`config.mk`:
```
export PLATFORM = sky130hd
export DESIGN_NAME = crcu_clk_ctl_gen
export DESIGN_NICKNAME = d
export VERILOG_FILES = /design/src/rtl/crcu_clk_pkg.sv /design/src/rtl/crcu_clk_ctl_gen_div_ch.sv /design/src/rtl/crcu_clk_ctl_gen.sv
export SDC_FILE = /design/constraint.sdc
export NUM_CORES = 1
export LEC_CHECK = 0
export BUFFER_PORTS_ARGS = -buffer_cell sky130_fd_sc_hd__buf_2
export CORE_MARGIN = 8
export CORE_UTILIZATION = 52
export CTS_BUF_LIST = sky130_fd_sc_hd__clkbuf_16
export DETAILED_ROUTE_END_ITERATION = 7
export PLACE_DENSITY = 0.84
export SLEW_MARGIN = 20
export SYNTH_ARGS = -nofsm -noshare
export SYNTH_HDL_FRONTEND = slang
export SYNTH_HIERARCHICAL = 1
export SYNTH_SLANG_ARGS = --single-unit
```
`constraint.sdc`:
```
create_clock -name CRCU_CLK -period 3.8 [get_ports CRCU_CLK]
set_input_delay 0.57 -clock CRCU_CLK [delete_from_list [all_inputs] [get_ports CRCU_CLK]]
set_output_delay 0.57 -clock CRCU_CLK [all_outputs]
set_load 0.05 [all_outputs]
```
`src/rtl/crcu_clk_pkg.sv`:
```
// ---------------------------------------------------------------------------
// crcu_clk_pkg
// Shared definitions for the CRCU clock-control generator:
//   - selector codes and control-word field positions
//   - divisor lookup (selector -> terminal count N-1, plus a valid flag)
//   - per-channel FSM state encoding
// ---------------------------------------------------------------------------
package crcu_clk_pkg;

  // Control word field positions (bits above GATE_BIT are ignored)
  localparam int SEL_LSB  = 0;
  localparam int SEL_MSB  = 2;
  localparam int EN_BIT   = 3;
  localparam int GATE_BIT = 4;

  // Selector codes; the name gives the output frequency from a 1200 MHz source
  typedef enum logic [2:0] {
    SEL_100M = 3'b000,
    SEL_400M = 3'b001,
    SEL_600M = 3'b010,
    SEL_300M = 3'b011,
    SEL_200M = 3'b100
  } sel_code_e;

  // Per-channel FSM states
  typedef enum logic [1:0] {
    IDLE  = 2'b00,
    RUN   = 2'b01,
    DRAIN = 2'b10
  } ch_state_e;

  // Lookup result: the divisor is carried as its terminal count (N-1) so
  // the counter compares against it directly
  typedef struct packed {
    logic       valid;
    logic [4:0] tc;
  } div_lut_t;

  // Reserved codes return valid=0 and a don't-care terminal count of 0
  function automatic div_lut_t divLookup(input logic [2:0] sel);
    div_lut_t res;
    res.valid = 1'b1;
    res.tc    = 5'd0;
    case (sel)
      SEL_100M: res.tc = 5'd11;
      SEL_400M: res.tc = 5'd2;
      SEL_600M: res.tc = 5'd1;
      SEL_300M: res.tc = 5'd3;
      SEL_200M: res.tc = 5'd5;
      default:  res.valid = 1'b0;
    endcase
    return res;
  endfunction

endpackage

```
`src/rtl/crcu_clk_ctl_gen_div_ch.sv`:
```
// ---------------------------------------------------------------------------
// crcu_clk_div_ch
// One clock channel: control-field storage, IDLE/RUN/DRAIN FSM, divider
// counter and registered outputs. Divisor and run changes are only applied
// at the end of a full period, so phases are never truncated.
// Ports:
//   i_clk      source clock (rising edge)
//   i_rst_n    synchronous active-low reset
//   i_ctl      control fields {gate, enable, sel[2:0]}
//   i_wr_en    one-cycle write strobe for i_ctl
//   o_clk      divided clock
//   o_pulse    one-cycle pulse at each period start
//   o_active   channel in RUN or DRAIN
//   o_busy     channel in DRAIN
//   o_selErr   last write used a reserved selector (sticky until next write)
// ---------------------------------------------------------------------------
module crcu_clk_div_ch
  import crcu_clk_pkg::*;
#(
  parameter int         CNT_W   = 4,
  parameter logic [2:0] RST_SEL = 3'b000
) (
  input  logic            i_clk,
  input  logic            i_rst_n,
  input  logic [GATE_BIT:0] i_ctl,
  input  logic            i_wr_en,
  output logic            o_clk,
  output logic            o_pulse,
  output logic            o_active,
  output logic            o_busy,
  output logic            o_selErr
);

  localparam div_lut_t         RST_LUT = divLookup(RST_SEL);
  localparam logic [CNT_W-1:0] RST_TC  = CNT_W'(RST_LUT.tc);

  ch_state_e        r_state, w_stateNxt;
  logic [CNT_W-1:0] r_cnt, w_cntNxt;
  logic [CNT_W-1:0] r_tc, w_tcNxt;
  logic [CNT_W-1:0] r_pendTc, w_pendTcNxt;
  logic             r_runReq, w_runReqNxt;
  logic             r_selErr, w_selErrNxt;
  logic             r_clk, r_pulse, r_active, r_busy;

  div_lut_t         w_lut;
  logic [CNT_W-1:0] w_wrTc;
  logic             w_wrRun;
  logic             w_wrap;
  logic [CNT_W:0]   w_halfNxt;
  logic             w_activeNxt;

  // Decode the incoming write; a reserved selector keeps the stored divisor
  assign w_lut   = divLookup(i_ctl[SEL_MSB:SEL_LSB]);
  assign w_wrTc  = w_lut.valid ? CNT_W'(w_lut.tc) : r_pendTc;
  assign w_wrRun = i_ctl[EN_BIT] & ~i_ctl[GATE_BIT];
  assign w_wrap  = (r_cnt == r_tc);

  // Next-state logic. r_pendTc/r_runReq always hold the latest written
  // fields; r_tc is the divisor actually in use and only changes on entry
  // to RUN from IDLE or at the final cycle of a DRAIN period.
  always_comb begin
    w_stateNxt  = r_state;
    w_cntNxt    = r_cnt;
    w_tcNxt     = r_tc;
    w_pendTcNxt = r_pendTc;
    w_runReqNxt = r_runReq;
    w_selErrNxt = r_selErr;

    if (i_wr_en) begin
      w_pendTcNxt = w_wrTc;
      w_runReqNxt = w_wrRun;
      w_selErrNxt = ~w_lut.valid;
    end

    case (r_state)
      IDLE: begin
        w_cntNxt = '0;
        if (i_wr_en && w_wrRun) begin
          w_tcNxt    = w_wrTc;
          w_stateNxt = RUN;
        end
      end
      RUN: begin
        w_cntNxt = w_wrap ? '0 : r_cnt + 1'b1;
        if (i_wr_en && ((w_wrTc != r_tc) || !w_wrRun))
          w_stateNxt = DRAIN;
      end
      DRAIN: begin
        w_cntNxt = w_wrap ? '0 : r_cnt + 1'b1;
        if (w_wrap) begin
          w_tcNxt    = w_pendTcNxt;
          w_stateNxt = w_runReqNxt ? RUN : IDLE;
        end
      end
      default: begin
        w_cntNxt   = '0;
        w_stateNxt = IDLE;
      end
    endcase
  end

  // Outputs are computed from the next state so that, once registered,
  // they line up with the counter value of the same cycle. High phase is
  // floor(N/2) cycles with N = tc + 1.
  assign w_activeNxt = (w_stateNxt != IDLE);
  assign w_halfNxt   = ({1'b0, w_tcNxt} + 1'b1) >> 1;

  // State register and registered outputs, synchronous active-low reset
  always_ff @(posedge i_clk) begin
    if (!i_rst_n) begin
      r_state  <= IDLE;
      r_cnt    <= '0;
      r_tc     <= RST_TC;
      r_pendTc <= RST_TC;
      r_runReq <= 1'b0;
      r_selErr <= 1'b0;
      r_clk    <= 1'b0;
      r_pulse  <= 1'b0;
      r_active <= 1'b0;
      r_busy   <= 1'b0;
    end else begin
      r_state  <= w_stateNxt;
      r_cnt    <= w_cntNxt;
      r_tc     <= w_tcNxt;
      r_pendTc <= w_pendTcNxt;
      r_runReq <= w_runReqNxt;
      r_selErr <= w_selErrNxt;
      r_clk    <= w_activeNxt && ({1'b0, w_cntNxt} < w_halfNxt);
      r_pulse  <= w_activeNxt && (w_cntNxt == '0);
      r_active <= w_activeNxt;
      r_busy   <= (w_stateNxt == DRAIN);
    end
  end

  assign o_clk    = r_clk;
  assign o_pulse  = r_pulse;
  assign o_active = r_active;
  assign o_busy   = r_busy;
  assign o_selErr = r_selErr;

endmodule

```
`src/rtl/crcu_clk_ctl_gen.sv`:
```
// ---------------------------------------------------------------------------
// crcu_clk_ctl_gen
// Multi-channel clock-control generator. Each channel divides CRCU_CLK by a
// divisor chosen through its 32-bit control word; all channels are
// independent and may be written in the same cycle.
// Ports:
//   CRCU_CLK      source clock
//   CRCU_RST_N    synchronous active-low reset
//   ctl_reg       NUM_CH x 32-bit control words, channel i at [32*i +: 32]
//   ctl_wr_en     per-channel write strobe
//   clk_out       divided clocks
//   clk_en_pulse  period-start pulses
//   ch_active     channel in RUN or DRAIN
//   ch_busy       channel in DRAIN
//   sel_err       last write used a reserved selector
// ---------------------------------------------------------------------------
module crcu_clk_ctl_gen
  import crcu_clk_pkg::*;
#(
  parameter int         NUM_CH  = 4,
  parameter int         CNT_W   = 4,
  parameter logic [2:0] RST_SEL = 3'b000
) (
  input  logic                CRCU_CLK,
  input  logic                CRCU_RST_N,
  input  logic [NUM_CH*32-1:0] ctl_reg,
  input  logic [NUM_CH-1:0]   ctl_wr_en,
  output logic [NUM_CH-1:0]   clk_out,
  output logic [NUM_CH-1:0]   clk_en_pulse,
  output logic [NUM_CH-1:0]   ch_active,
  output logic [NUM_CH-1:0]   ch_busy,
  output logic [NUM_CH-1:0]   sel_err
);

  // Upper control-word bits carry no function; fold them so they are
  // visibly consumed
  logic w_unusedCtl;
  assign w_unusedCtl = ^ctl_reg;

  // One independent channel per control word
  for (genvar gi = 0; gi < NUM_CH; gi++) begin : g_ch
    crcu_clk_div_ch #(
      .CNT_W   (CNT_W),
      .RST_SEL (RST_SEL)
    ) u_ch (
      .i_clk    (CRCU_CLK),
      .i_rst_n  (CRCU_RST_N),
      .i_ctl    (ctl_reg[32*gi +: GATE_BIT+1]),
      .i_wr_en  (ctl_wr_en[gi]),
      .o_clk    (clk_out[gi]),
      .o_pulse  (clk_en_pulse[gi]),
      .o_active (ch_active[gi]),
      .o_busy   (ch_busy[gi]),
      .o_selErr (sel_err[gi])
    );
  end

endmodule

```
Word level (Yosys, flattened, before mapping)

Index checks and enable logic that the tools add are counted.

Register bits after elaboration: 80
Input port bits: 134
Output and inout bits: 20
Logic and storage cells: 208

Add/subtract/negate cells: 8
$lt $le $gt $ge: 4
Equality and inequality tests: 36
Multiplexer cells: 60
Bitwise gates (word level): 12
Reductions and logical operators: 48

Operator list:

| kind                                           | count |
|---|---|
| two-way mux 4 bit                              | 24 |
| one-hot mux 4 bit (5 select lines)             | 4 |
| one-hot mux 4 bit (2 select lines)             | 4 |
| == test 3 x 2 -> 1 bit (second input constant) | 8 |
| two-way mux 2 bit                              | 12 |
| one-hot mux 2 bit (3 select lines)             | 4 |
| adder 4 x 1 -> 5 bit (second input constant)   | 4 |
| OR reduction 5 bit                             | 4 |
| adder 4 x 1 -> 4 bit (second input constant)   | 4 |
| == test 2 bit (second input constant)          | 8 |
| == test 4 bit                                  | 4 |
| logical AND 1 bit                              | 16 |
| zero test 4 bit                                | 4 |
| < comparator 4 bit                             | 4 |
| != test 4 bit                                  | 4 |
| == test 3 x 1 -> 1 bit (second input constant) | 4 |
| == test 3 bit (second input constant)          | 4 |
| zero test 3 bit                                | 4 |
| two-way mux 1 bit                              | 12 |
| == test 2 x 1 -> 1 bit (second input constant) | 4 |
| zero test 2 bit                                | 4 |
| NOT 1 bit                                      | 8 |
| nonzero test 2 bit                             | 4 |
| OR reduction 2 bit                             | 4 |
| 3 further kinds                                | 12 |

Longest topological paths before layout

Depth after elaboration: 11
Gate-level depth with buffers: 11
Mapped depth without buffers: 11

Cells and area by module

The synthesis kept the hierarchy.

Modules (own cells, without submodules):

| module                             | instances | cells each | area an instance (um2) | sequential area each (um2) |
|---|---|---|---|---|
| crcu_clk_div_ch (g_ch[0].u_ch ...) | 3         | 154        | 1303.8                 | 400.4 |
| crcu_clk_div_ch (g_ch[1].u_ch)     | 1         | 142        | 1224.9                 | 400.4 |

Worst setup path before layout

OpenSTA, ideal clock, no wires.

Path type: reg-to-reg
Start: reg g_ch[1].u_ch.r_cnt[0]
End: reg g_ch[1].u_ch.r_clk
Setup time: 103 ps
Data arrival time: 2701 ps
Required time: 3697 ps
Path slack: 996 ps
Stages on the path, launching flop included: 11
Buffers on the path: 0
Period minus slack after synthesis: 2804 ps
Path through: dfxtp_1 xor2_1 o41a_1 or3_4 a221o_2 ha_1 xnor2_1 ha_1 a21oi_1 nor2_1 a2111oi_2

Longest elaborated chain between the ends: 6
Elaborated cells between the ends (all ways): 12
Classes of those cells: 2 x add/sub; 1 x order compare; 1 x eq/ne; 6 x mux; 2 x reduce/logical

RTL lines:

| element                            | line                           | source |
|---|---|---|
| start, declared                    | crcu_clk_ctl_gen_div_ch.sv:38  | `logic [CNT_W-1:0] r_cnt, w_cntNxt;` |
| start signal, assigned             | crcu_clk_ctl_gen_div_ch.sv:123 | `r_cnt <= w_cntNxt;` |
| == test 4 bit                      | crcu_clk_ctl_gen_div_ch.sv:56  | `assign w_wrap = (r_cnt == r_tc);` |
| two-way mux 4 bit                  | crcu_clk_ctl_gen_div_ch.sv:90  | `if (w_wrap) begin` |
| one-hot mux 4 bit (2 select lines) | crcu_clk_ctl_gen_div_ch.sv:75  | `case (r_state)` |
| via g_ch[1].u_ch.w_tcNxt[0]        | crcu_clk_ctl_gen_div_ch.sv:39  | `logic [CNT_W-1:0] r_tc, w_tcNxt;` |
| adder 4 x 1 -> 5 bit               | crcu_clk_ctl_gen_div_ch.sv:106 | `assign w_halfNxt = ({1'b0, w_tcNxt} + 1'b1) >> 1;` |
| < comparator 4 bit                 | crcu_clk_ctl_gen_div_ch.sv:128 | `r_clk <= w_activeNxt && ({1'b0, w_cntNxt} < w_halfNxt);` |
| logical AND 1 bit                  | crcu_clk_ctl_gen_div_ch.sv:128 |  |
| end signal, assigned               | crcu_clk_ctl_gen_div_ch.sv:128 |  |
| end, declared                      | crcu_clk_ctl_gen_div_ch.sv:43  | `logic r_clk, r_pulse, r_active, r_busy;` |

The timed path passes the listed nets, and every way through them passes these cells.
A chain may end at the register's enable or synchronous reset.

Worst setup path in the final report

Ends and elaborated chain as after synthesis.

==> metrics.txt <==
setup tns final=0 ns; R2R cell count=10; max-slew violation count=0; Crit Path Class=register to register; Flop pwr share=0.423; EDFF count, synth=0; first-pass GRT wire length=19.6 mm; Cell variety after synth=58; Port-buffer cells=45; Syn Std Cell Area=5140 sq um; area leader, netlist=dfxtp_1; Final Critical Period=3.08 ns; dominant cells by area after synthesis=dfxtp_1 (31%), ha_1 (8.8%), xor2_1 (5.8%), nor2_1 (4.6%), nand2_1 (3.6%); sw frac=0.288; register area share after synthesis=0.312; Initial Utilization=0.530; hpwl dp=8.55 mm; Via density=5.77; worst slew pin tran=0.710 ns; CTS tree=built; Int Power=1.53 mW; GRT Total Usage=0.179; crit-path max cell delay=0.47 ns; status=complete, no violations; Final Setup Violations=0; DRT Pass-1 Iters=4; synth warn=6; DR DRC count=0; clk sinks=80; Syn-to-layout area delta=11.4%; Final Skew=0.00822 ns; Root Driver=clkbuf_16; Synth async-reset ratio=0; final wirelength=11.6 mm; die height=115 um; wire length per cell=14.8 um; Max Fanout on Critical Path=6; r2r startpoint=g_ch[1].u_ch/r_cnt[0]; CTS clk-pin slew, worst paths=0.06 ns; cts hold-fix bufs=0; Worst R2R End=g_ch[1].u_ch/o_clk; Final Hold Vio Count=0; Pwr Total=2.15 mW; Fillers=844; total of max-cap violations=0; row count=36; latest clock arrival within the worst-skew pair=0.34 ns; initial antenna violation count=0; CP required=4.03 ns; Hold WC Path Type=register to register; Seq cells post-synth=80; die area=13300 sq um; Leak Pwr=2.40 nW; power per standard cell area=376 nW/um^2; TritonCTS Buffers=9; Core Region=9680 sq um; vias in the first global route=4400; NetSw=0.619 mW; cell repeated most along the worst path=ha_1; CTS Buffer Depth=2; chip width=115 um; grt ovf=0; final worst-path cycle share=0.811; crit path cell chain=xor2_1, o41a_1, or3_4, a221o_2, ha_1, xnor2_1, ha_1, a21oi_1, nor2_1, a2111oi_2; Final #Nets=816; Gate Count Post-Synth=604; Synth top area share=0.312; VDD IR max=0.198 mV; Worst R2R Setup Slack=0.72 ns; io pins=154; Main synth FF type=dfxtp_1; logic gate share of total power=0.193; clock power share=0.383; CP endpoint=g_ch[1].u_ch/o_clk; 1st-iter DRT viols=229; Final Wtd Congestion=0.870; PostCTS Resize Cnt=0; max_slew headroom=0.521; CP Capture Type=register; fmax=0.325 GHz; Synthesized Nets=774; slowest stage cell, crit path=o41a_1; count leader, synth=dfxtp_1; layout cell share with drive strength beyond 1=0.154; post-route ant nets=0; Vias=4521; Critical Path AT=3.31 ns; ANT cells=0; syn_area_per_cell=8.50 sq um; setup repair after global routing missed its margin=no; commonest cells in the netlist=dfxtp_1 (80), nor2_1 (63), nand2_1 (49); H-tree depth=3; largest net degree at the start of global routing=19; Post-CTS Setup Bufs=0; Setup crit start kind=register; Critical Path Source=g_ch[1].u_ch/r_cnt[0]
## sequential cells by signal (all words and copies together), names as in the netlist
register and flops:
g_ch.u_ch/o_busy 4, g_ch.u_ch/o_pulse 4, g_ch.u_ch/r_state 8, g_ch.u_ch/o_selErr 4
g_ch.u_ch/r_pendTc 16, g_ch.u_ch/o_active 4, g_ch.u_ch/o_clk 4, g_ch.u_ch/r_cnt 16
g_ch.u_ch/r_runReq 4, g_ch.u_ch/r_tc 16
## kinds of logic after synthesis
family / after synthesis / synth area share
AO/OA/AOI/OAI: 150 / 0.223
AND/OR/NAND/NOR: 233 / 0.240
XOR/XNOR: 47 / 0.0801
buffers and inverters: 51 / 0.0434
adder cells (fa/ha/maj): 36 / 0.0877
flip-flops: 80 / 0.312
multiplexers: 7 / 0.0139
## stage by stage
| step | worst slack (ns) | hold WS, ns | instances | cell area, sq um | util |
|---|---|---|---|---|---|
| finish | 0.720 | 0.491 | 783 | 5720 | 0.591 |
| global placement | 0.688 | 0.470 | 768 | 5450 | 0.563 |
| CTS | 0.718 | 0.500 | 783 | 5720 | 0.591 |
| floorplan | 0.996 | 0.459 | 604 | 5140 | - |
| detailed placement | 0.628 | 0.486 | 768 | 5450 | 0.563 |
| global route | 0.509 | 0.518 | 783 | 5720 | 0.591 |
## routing by layer
layer | wire [um] | track usage | vias up
li1 | - | - | 2246
met1 | 5260 | 0.212 | 2152
met2 | 5660 | 0.307 | 102
met3 | 455 | 0.0305 | 21
met4 | 225 | 0.0814 | 0
met5 | 0 | 0 | -
## critical path, delay by kind of cell (launching register included)
kind                     cells  cell delay [ns]
AO/OA/AOI/OAI                4             1.24
XOR/XNOR                     2             0.33
adder cells (fa/ha/maj)      2             0.50
flip-flops                   1             0.42
AND/OR/NAND/NOR              2             0.47
## placed cells by master, fill, tap and decap left out, types with 18 or more instances in the layout
cell	count
dfxtp_1	80
nor2_1	63
nand2_1	49
buf_2	45
ha_1	36
xor2_1	34
o21ai_0	33
inv_1	33
nor2b_1	21
nand3_1	18
## worst min path at each step
stage	end	slack, ns	startpoint	cells after the start
floorplan	g_ch[0].u_ch/r_cnt[0]	0.46	g_ch[0].u_ch/r_cnt[0]	1
CTS	g_ch[3].u_ch/o_selErr	0.50	g_ch[3].u_ch/o_selErr	2
global placement	g_ch[2].u_ch/o_selErr	0.47	g_ch[2].u_ch/o_selErr	2
global route	g_ch[3].u_ch/o_selErr	0.52	g_ch[3].u_ch/o_selErr	2
finish	g_ch[3].u_ch/o_selErr	0.49	g_ch[3].u_ch/o_selErr	2
detailed placement	g_ch[3].u_ch/o_selErr	0.49	g_ch[3].u_ch/o_selErr	2
## power groups by stage
stage	logic (mW)	registers, mW	clock network, mW
after floorplan	0.268	0.966	0
after global placement	0.395	0.926	0
after detailed placement	0.408	0.928	0
final	0.416	0.910	0.825
after CTS	0.414	0.910	0.846
after global routing	0.460	0.915	0.880
## cell type report
cell class,count,area [sq um],share of cell area
Multi-Input combinational cell,473,3310,0.579
Sequential cell,80,1600,0.280
Timing Repair Buffer,46,233,0.0407
Clock buffer,9,225,0.0393
Tap cell,133,166,0.0291
Inverter,36,135,0.0236
Clock inverter,6,51.3,0.00896
No activity file was read; power rests on OpenSTA's default activity.
